**src/rtl/led_pattern_gen.sv**
```systemverilog
// Prescaled LED pattern generator: count up/down, bouncing scanner and PWM breathing,
// stepped by the carry of a SPEED-driven accumulator.
module led_pattern_gen #(
   parameter int N_LED   = 8,
   parameter int CNT_W   = 26,
   parameter int SPEED_W = 4,
   parameter int PWM_W   = 8
) (
   input  logic               FPGA_CLK1_50,
   input  logic               RESET_N,
   input  logic [SPEED_W-1:0] SPEED,
   input  logic [1:0]         MODE,
   input  logic               HOLD,
   output logic [N_LED-1:0]   LED,
   output logic               STEP
);

   typedef enum logic [1:0] {
      M_COUNT_UP   = 2'd0,
      M_COUNT_DOWN = 2'd1,
      M_SCAN       = 2'd2,
      M_BREATHE    = 2'd3
   } mode_t;

   typedef enum logic {
      DIR_UP   = 1'b0,
      DIR_DOWN = 1'b1
   } dir_t;

   localparam logic [N_LED-1:0] P_ONE     = N_LED'(1);
   localparam logic [PWM_W-1:0] LEVEL_ONE = PWM_W'(1);
   localparam logic [PWM_W-1:0] LEVEL_MAX = {PWM_W{1'b1}};

   logic [CNT_W-1:0] acc, acc_n;
   logic [CNT_W:0]   sum;
   logic [N_LED-1:0] p, p_n, led_n;
   logic [PWM_W-1:0] level, level_n, pwm_cnt;
   dir_t             dir, dir_n;
   mode_t            mode_q, mode_in;
   logic             step_n;

   assign mode_in = mode_t'(MODE);
   assign sum     = {1'b0, acc} + {{(CNT_W + 1 - SPEED_W){1'b0}}, SPEED};

   always_comb begin
      acc_n   = acc;
      p_n     = p;
      level_n = level;
      dir_n   = dir;
      step_n  = 1'b0;
      // A mode change re-initialises the new mode and swallows any carry on that edge.
      if (mode_in != mode_q) begin
         acc_n = '0;
         unique case (mode_in)
            M_SCAN: begin
               p_n   = P_ONE;
               dir_n = DIR_UP;
            end
            M_BREATHE: begin
               level_n = '0;
               dir_n   = DIR_UP;
            end
            default: p_n = '0;
         endcase
      end else if (!HOLD) begin
         acc_n  = sum[CNT_W-1:0];
         step_n = sum[CNT_W];
         if (sum[CNT_W]) begin
            unique case (mode_in)
               M_COUNT_UP:   p_n = p + P_ONE;
               M_COUNT_DOWN: p_n = p - P_ONE;
               M_SCAN: begin
                  if (N_LED == 1 || !$onehot(p)) begin
                     p_n = P_ONE;
                  end else if (dir == DIR_UP) begin
                     p_n = p << 1;
                     if (p_n[N_LED-1]) dir_n = DIR_DOWN;
                  end else begin
                     p_n = p >> 1;
                     if (p_n[0]) dir_n = DIR_UP;
                  end
               end
               M_BREATHE: begin
                  if (dir == DIR_UP) begin
                     level_n = level + LEVEL_ONE;
                     if (level_n == LEVEL_MAX) dir_n = DIR_DOWN;
                  end else begin
                     level_n = level - LEVEL_ONE;
                     if (level_n == '0) dir_n = DIR_UP;
                  end
               end
            endcase
         end
      end
      led_n = (mode_in == M_BREATHE) ? {N_LED{pwm_cnt < level_n}} : p_n;
   end

   always_ff @(posedge FPGA_CLK1_50) begin
      if (!RESET_N) begin
         acc     <= '0;
         p       <= '0;
         level   <= '0;
         dir     <= DIR_UP;
         pwm_cnt <= '0;
         mode_q  <= M_COUNT_UP;
         LED     <= '0;
         STEP    <= 1'b0;
      end else begin
         acc     <= acc_n;
         p       <= p_n;
         level   <= level_n;
         dir     <= dir_n;
         pwm_cnt <= pwm_cnt + LEVEL_ONE;
         mode_q  <= mode_in;
         LED     <= led_n;
         STEP    <= step_n;
      end
   end

endmodule

```
**config.mk**
```make
export PLATFORM = sky130hd
export DESIGN_NAME = led_pattern_gen
export DESIGN_NICKNAME = d
export VERILOG_FILES = /design/src/rtl/led_pattern_gen.sv
export SDC_FILE = /design/constraint.sdc
export NUM_CORES = 1
export LEC_CHECK = 0
export ABC_AREA = 0
export CAP_MARGIN = 15
export CORE_ASPECT_RATIO = 1.2
export CORE_MARGIN = 2
export CORE_UTILIZATION = 36
export DETAILED_ROUTE_END_ITERATION = 10
export DONT_BUFFER_PORTS = 1
export PLACE_DENSITY = 0.52
export SYNTH_ARGS = -nofsm -noshare
export SYNTH_HDL_FRONTEND = slang
export SYNTH_SLANG_ARGS = --single-unit
export TNS_END_PERCENT = 1
```
**constraint.sdc**
```tcl
create_clock -name FPGA_CLK1_50 -period 5.1 [get_ports FPGA_CLK1_50]
set_input_delay 0.255 -clock FPGA_CLK1_50 [delete_from_list [all_inputs] [get_ports FPGA_CLK1_50]]
set_output_delay 0.255 -clock FPGA_CLK1_50 [all_outputs]
set_load 0.005 [all_outputs]
```
==> results_tabular.tex <==
\begin{tabular}{lr}
\hline
Metric & Value \\
\hline
\multicolumn{2}{l}{\textbf{Synth}} \\
Yosys Warn Count & 0 \\
Parity-gate share of the synthesized area counting xor and xnor cells & just under 7\% \\
Simple logic cell fraction of the synthesized area & roughly a quarter \\
Number of flops mapped to enable cells by yosys & 0 \\
Fraction of synthesized area in multiplexers & 2.43\% \\
Number of distinct standard cells referenced by the synthesized netlist & 68 \\
Post-synth net total & 547 \\
Mean Syn Cell Area & 8.22 µm² \\
Post-Synthesis Cells & a little over 500 \\
Async set-reset flop share out of synthesis & 0\% \\
Dominant register cell in the synthesized netlist & dfxtp\_1 \\
Adder and majority cell fraction of the synthesized area & 10.4\% \\
Combinational family with the most area after synthesis & simple AND/OR/NAND/NOR gates \\
Synthesized area & about 4200 µm² \\
Synthesized-area fraction occupied by ao, oa, aoi and oai cells & 18.9\% \\
Part of the Yosys area used for sequential elements & 29.8\% \\
Flops \& latches, synth & 62 \\
\multicolumn{2}{l}{\textbf{Critical path}} \\
Worst R2R Path Depth & 14 \\
Required time reported for the critical path endpoint & between 5 and 6 ns \\
Setup Crit Path Kind & register to register \\
Largest fanout on the critical path & 6 \\
Slack of the worst reg-to-reg path & 0.72 ns \\
Nature of the critical path endpoint & register \\
Data arrival time at the worst-slack endpoint & 4.61 ns \\
Launching element type of the critical path & register \\
Worst reg2reg startpoint & p[0] \\
Endpoint of the worst-slack reg-to-reg timing path & LED[3] \\
\multicolumn{2}{l}{\textbf{Timing}} \\
Setup repair after global routing missed its margin & no \\
Peak clock frequency supported by timing & 0.228 GHz \\
Layout Skew & 0.00709 ns \\
Relative max-transition margin & 43.9\% \\
Post-route setup slack & 0.719 ns \\
Final worst path period share & a little under nine tenths \\
Clock period minus final worst setup slack & 4.38 ns \\
Final hold violations & 0 \\
Worst slew pin tran & 0.841 ns \\
Count of final max-slew check failures & 0 \\
Sum Neg Setup Slack & 0 ns \\
Final setup violation count & 0 \\
\multicolumn{2}{l}{\textbf{Routing}} \\
Via count & roughly 3700 \\
Residual DRC & 0 \\
Detailed route wirelength on metal2 & between 5000 and 6000 µm \\
Residual antenna-violating net count after detailed routing & 0 \\
Sum of routed wire length over all layers & 10600 µm \\
Highest metal layer with signal wires & met4 \\
Number of vias per cell & 5.57 \\
Post-DR wirelength/cell & 16.2 µm \\
First DRT Iteration DRCs & 195 \\
Wire length the detailed router placed on met1 & 4830 µm \\
Detailed Routing Iterations Pass 1 & 5 \\
Met3 Routed Length & 438 µm \\
\multicolumn{2}{l}{\textbf{Pwr}} \\
Leakage power summed over all cells & 1.66 nW \\
Max rail drop VDD & 0.163 mV \\
Total power per unit cell area & 267 nW/µm² \\
\multicolumn{2}{l}{\textbf{Place}} \\
Post-place instance area & 4240 µm² \\
Count of buffers from port buffering & 0 \\
Post-placement worst setup slack & 0.754 ns \\
Post-detail-place hpwl & 7680 µm \\
Global placer's final weighted congestion & 0.812 \\
\multicolumn{2}{l}{\textbf{Hold path}} \\
Kind of path behind the tightest hold check & primary input to register \\
Hold Path Stages & 1 \\
Startpoint of the tightest hold check path & MODE[0] \\
End point of the most critical hold path & mode\_q[0] \\
\multicolumn{2}{l}{\textbf{GRT}} \\
Pin count of the biggest net entering global routing & 32 \\
Initial antenna violation count & 0 \\
First-pass GRT wire length & 17900 µm \\
Number of global-route vias before repair & between 3000 and 4000 \\
Overall overflow remaining after global route & 0 \\
Global-route usage over all layers & 18.4\% \\
\multicolumn{2}{l}{\textbf{Clock tree}} \\
Clock latency on the worst-skew pair & 0.34 ns \\
Hold buffers post-CTS & 0 \\
Clock buffer depth & 2 \\
H-tree levels & 3 \\
Setup Fix Bufs, Post-CTS & 0 \\
CTS sink count & 62 \\
Post-CTS Resized & 0 \\
Clock-pin slew on the worst setup and hold paths & 0.06 ns \\
Total clock buffers created by CTS & 9 \\
Buffer cell driving the clock tree root & clkbuf\_16 \\
TritonCTS clock tree & done \\
\multicolumn{2}{l}{\textbf{Floorplanning}} \\
Die Y-Extent & 122 µm \\
Floorplan row count & 43 \\
Die area & 12500 µm² \\
Top-Level Pins & 18 \\
Starting density of the core & 36.5\% \\
Width of the chip & 102 µm \\
Core outline area & 11400 µm² \\
\multicolumn{2}{l}{\textbf{Cells and area}} \\
Area occupied by registers & 1240 µm² \\
Antenna cell count & 0 \\
Multi-input gate area & roughly 2700 µm² \\
Commonest non-fill, non-tap cells in the layout & 62 x dfxtp\_1, 46 x nor2\_1, 29 x nand2\_1 \\
Core utilization of the finished layout & roughly 40\% \\
Layout fillers & 1205 \\
Commonest non-fill, non-tap cell in the layout & dfxtp\_1 \\
Area of all placed cells without fillers & around 4600 µm² \\
Final \#Nets & 534 \\
Fraction of final layout cells sized beyond drive strength 1 & 6.41\% \\
Synthesis-to-layout area growth & 9.91\% \\
\multicolumn{2}{l}{\textbf{Job}} \\
Max capacitance violation total & 0 \\
\multicolumn{2}{l}{\textbf{Run status}} \\
Outcome & finished, final reports clean \\
\hline
\end{tabular}
## sequential cells by signal, summed over array words and instances (netlist names)
| register | flops |
|---|---|
| LED | 8 |
| STEP | 1 |
| acc | 26 |
| dir | 1 |
| level | 8 |
| mode_q | 2 |
| p | 8 |
| pwm_cnt | 8 |
## through the flow
stage,total power [W],cells,hold WS (ns)
6_report,0.00122,656,0.0350
5_1_grt,0.00127,656,0.0335
4_1_cts,0.00123,655,0.0312
3_5_place_dp,0.000589,639,0.384
3_3_place_gp,0.000588,639,0.382
2_1_floorplan,0.000576,507,0.420
## final cells by class
cell class              count  area share (%)
multi-input cells         394            59.0
repair buffers              2           0.765
clock inverters             5            1.26
inverters                  25            2.05
flip-flops and latches     62            27.1
clock buffers              11            5.52
well taps                 157            4.29
## cells by family after synthesis
| group | Yosys count |
|---|---|
| simple gates | 203 |
| buf+inv | 51 |
| compound gates | 117 |
| xor+xnor | 33 |
| mux | 10 |
| flops | 62 |
| fa+ha+maj | 31 |
## critical path, cell delays in order (launching register included)
cell     delay [ns]
dfxtp_1        0.42
inv_1          0.13
fa_1           0.56
fa_1           0.42
fa_1           0.44
inv_1          0.07
ha_1           0.16
inv_1          0.06
fa_1           0.38
a211o_1        0.28
o21ai_1        0.40
nand2_1        0.25
o22ai_1        0.30
mux2i_1        0.11
o21ai_0        0.29
## worst max path at each step
stage,start,to,slack [ns],depth (start not counted)
floorplan,p[1],LED[5],1.30,13
global placement,p[0],LED[2],0.81,14
detailed placement,p[1],LED[3],0.75,14
CTS,p[1],LED[5],0.75,13
global route,p[0],LED[3],0.42,14
finish,p[0],LED[3],0.72,14
## metal layers
metal | vias up | global-route usage [%]
li1 | 1807 | -
met1 | 1754 | 23.6
met2 | 76 | 29.7
met3 | 19 | 3.73
met4 | 0 | 8.50
met5 | - | 0
## where the power goes
part / leakage (nW) / switching (W) / total [W] / internal, W
Clock: 0.144 / 0.000239 / 0.000643 / 0.000404
Combinational: 1.02 / 0.0000518 / 0.0000849 / 0.0000331
Sequential: 0.501 / 0.00000599 / 0.000497 / 0.000491
## Yosys cell counts (all sizes together) (5+ instances only)
| library cell | instances | area, µm² |
|---|---|---|
| buf | 11 | 71.3 |
| nor4 | 9 | 62.6 |
| clkbuf | 15 | 57.6 |
| or3 | 5 | 31.3 |
| and3 | 10 | 62.6 |
| nand2 | 29 | 109 |
| o22ai | 5 | 37.5 |
| nand3 | 26 | 130 |
| xnor2 | 26 | 228 |
| mux2i | 9 | 90.1 |
| inv | 25 | 93.8 |
| dfxtp | 62 | 1240 |
| nor2 | 46 | 173 |
| fa | 6 | 120 |
| nor3 | 19 | 95.1 |
| a21oi | 26 | 130 |
| a211oi | 6 | 45.0 |
| ha | 25 | 313 |
| and2 | 15 | 93.8 |
| a21o | 10 | 75.1 |
| nand4 | 7 | 56.3 |
| nor2b | 12 | 75.1 |
| o21ai | 25 | 129 |
| a21boi | 5 | 37.5 |
| xor2 | 7 | 61.3 |
| a31oi | 6 | 37.5 |
(Power assumes the default switching activity.)
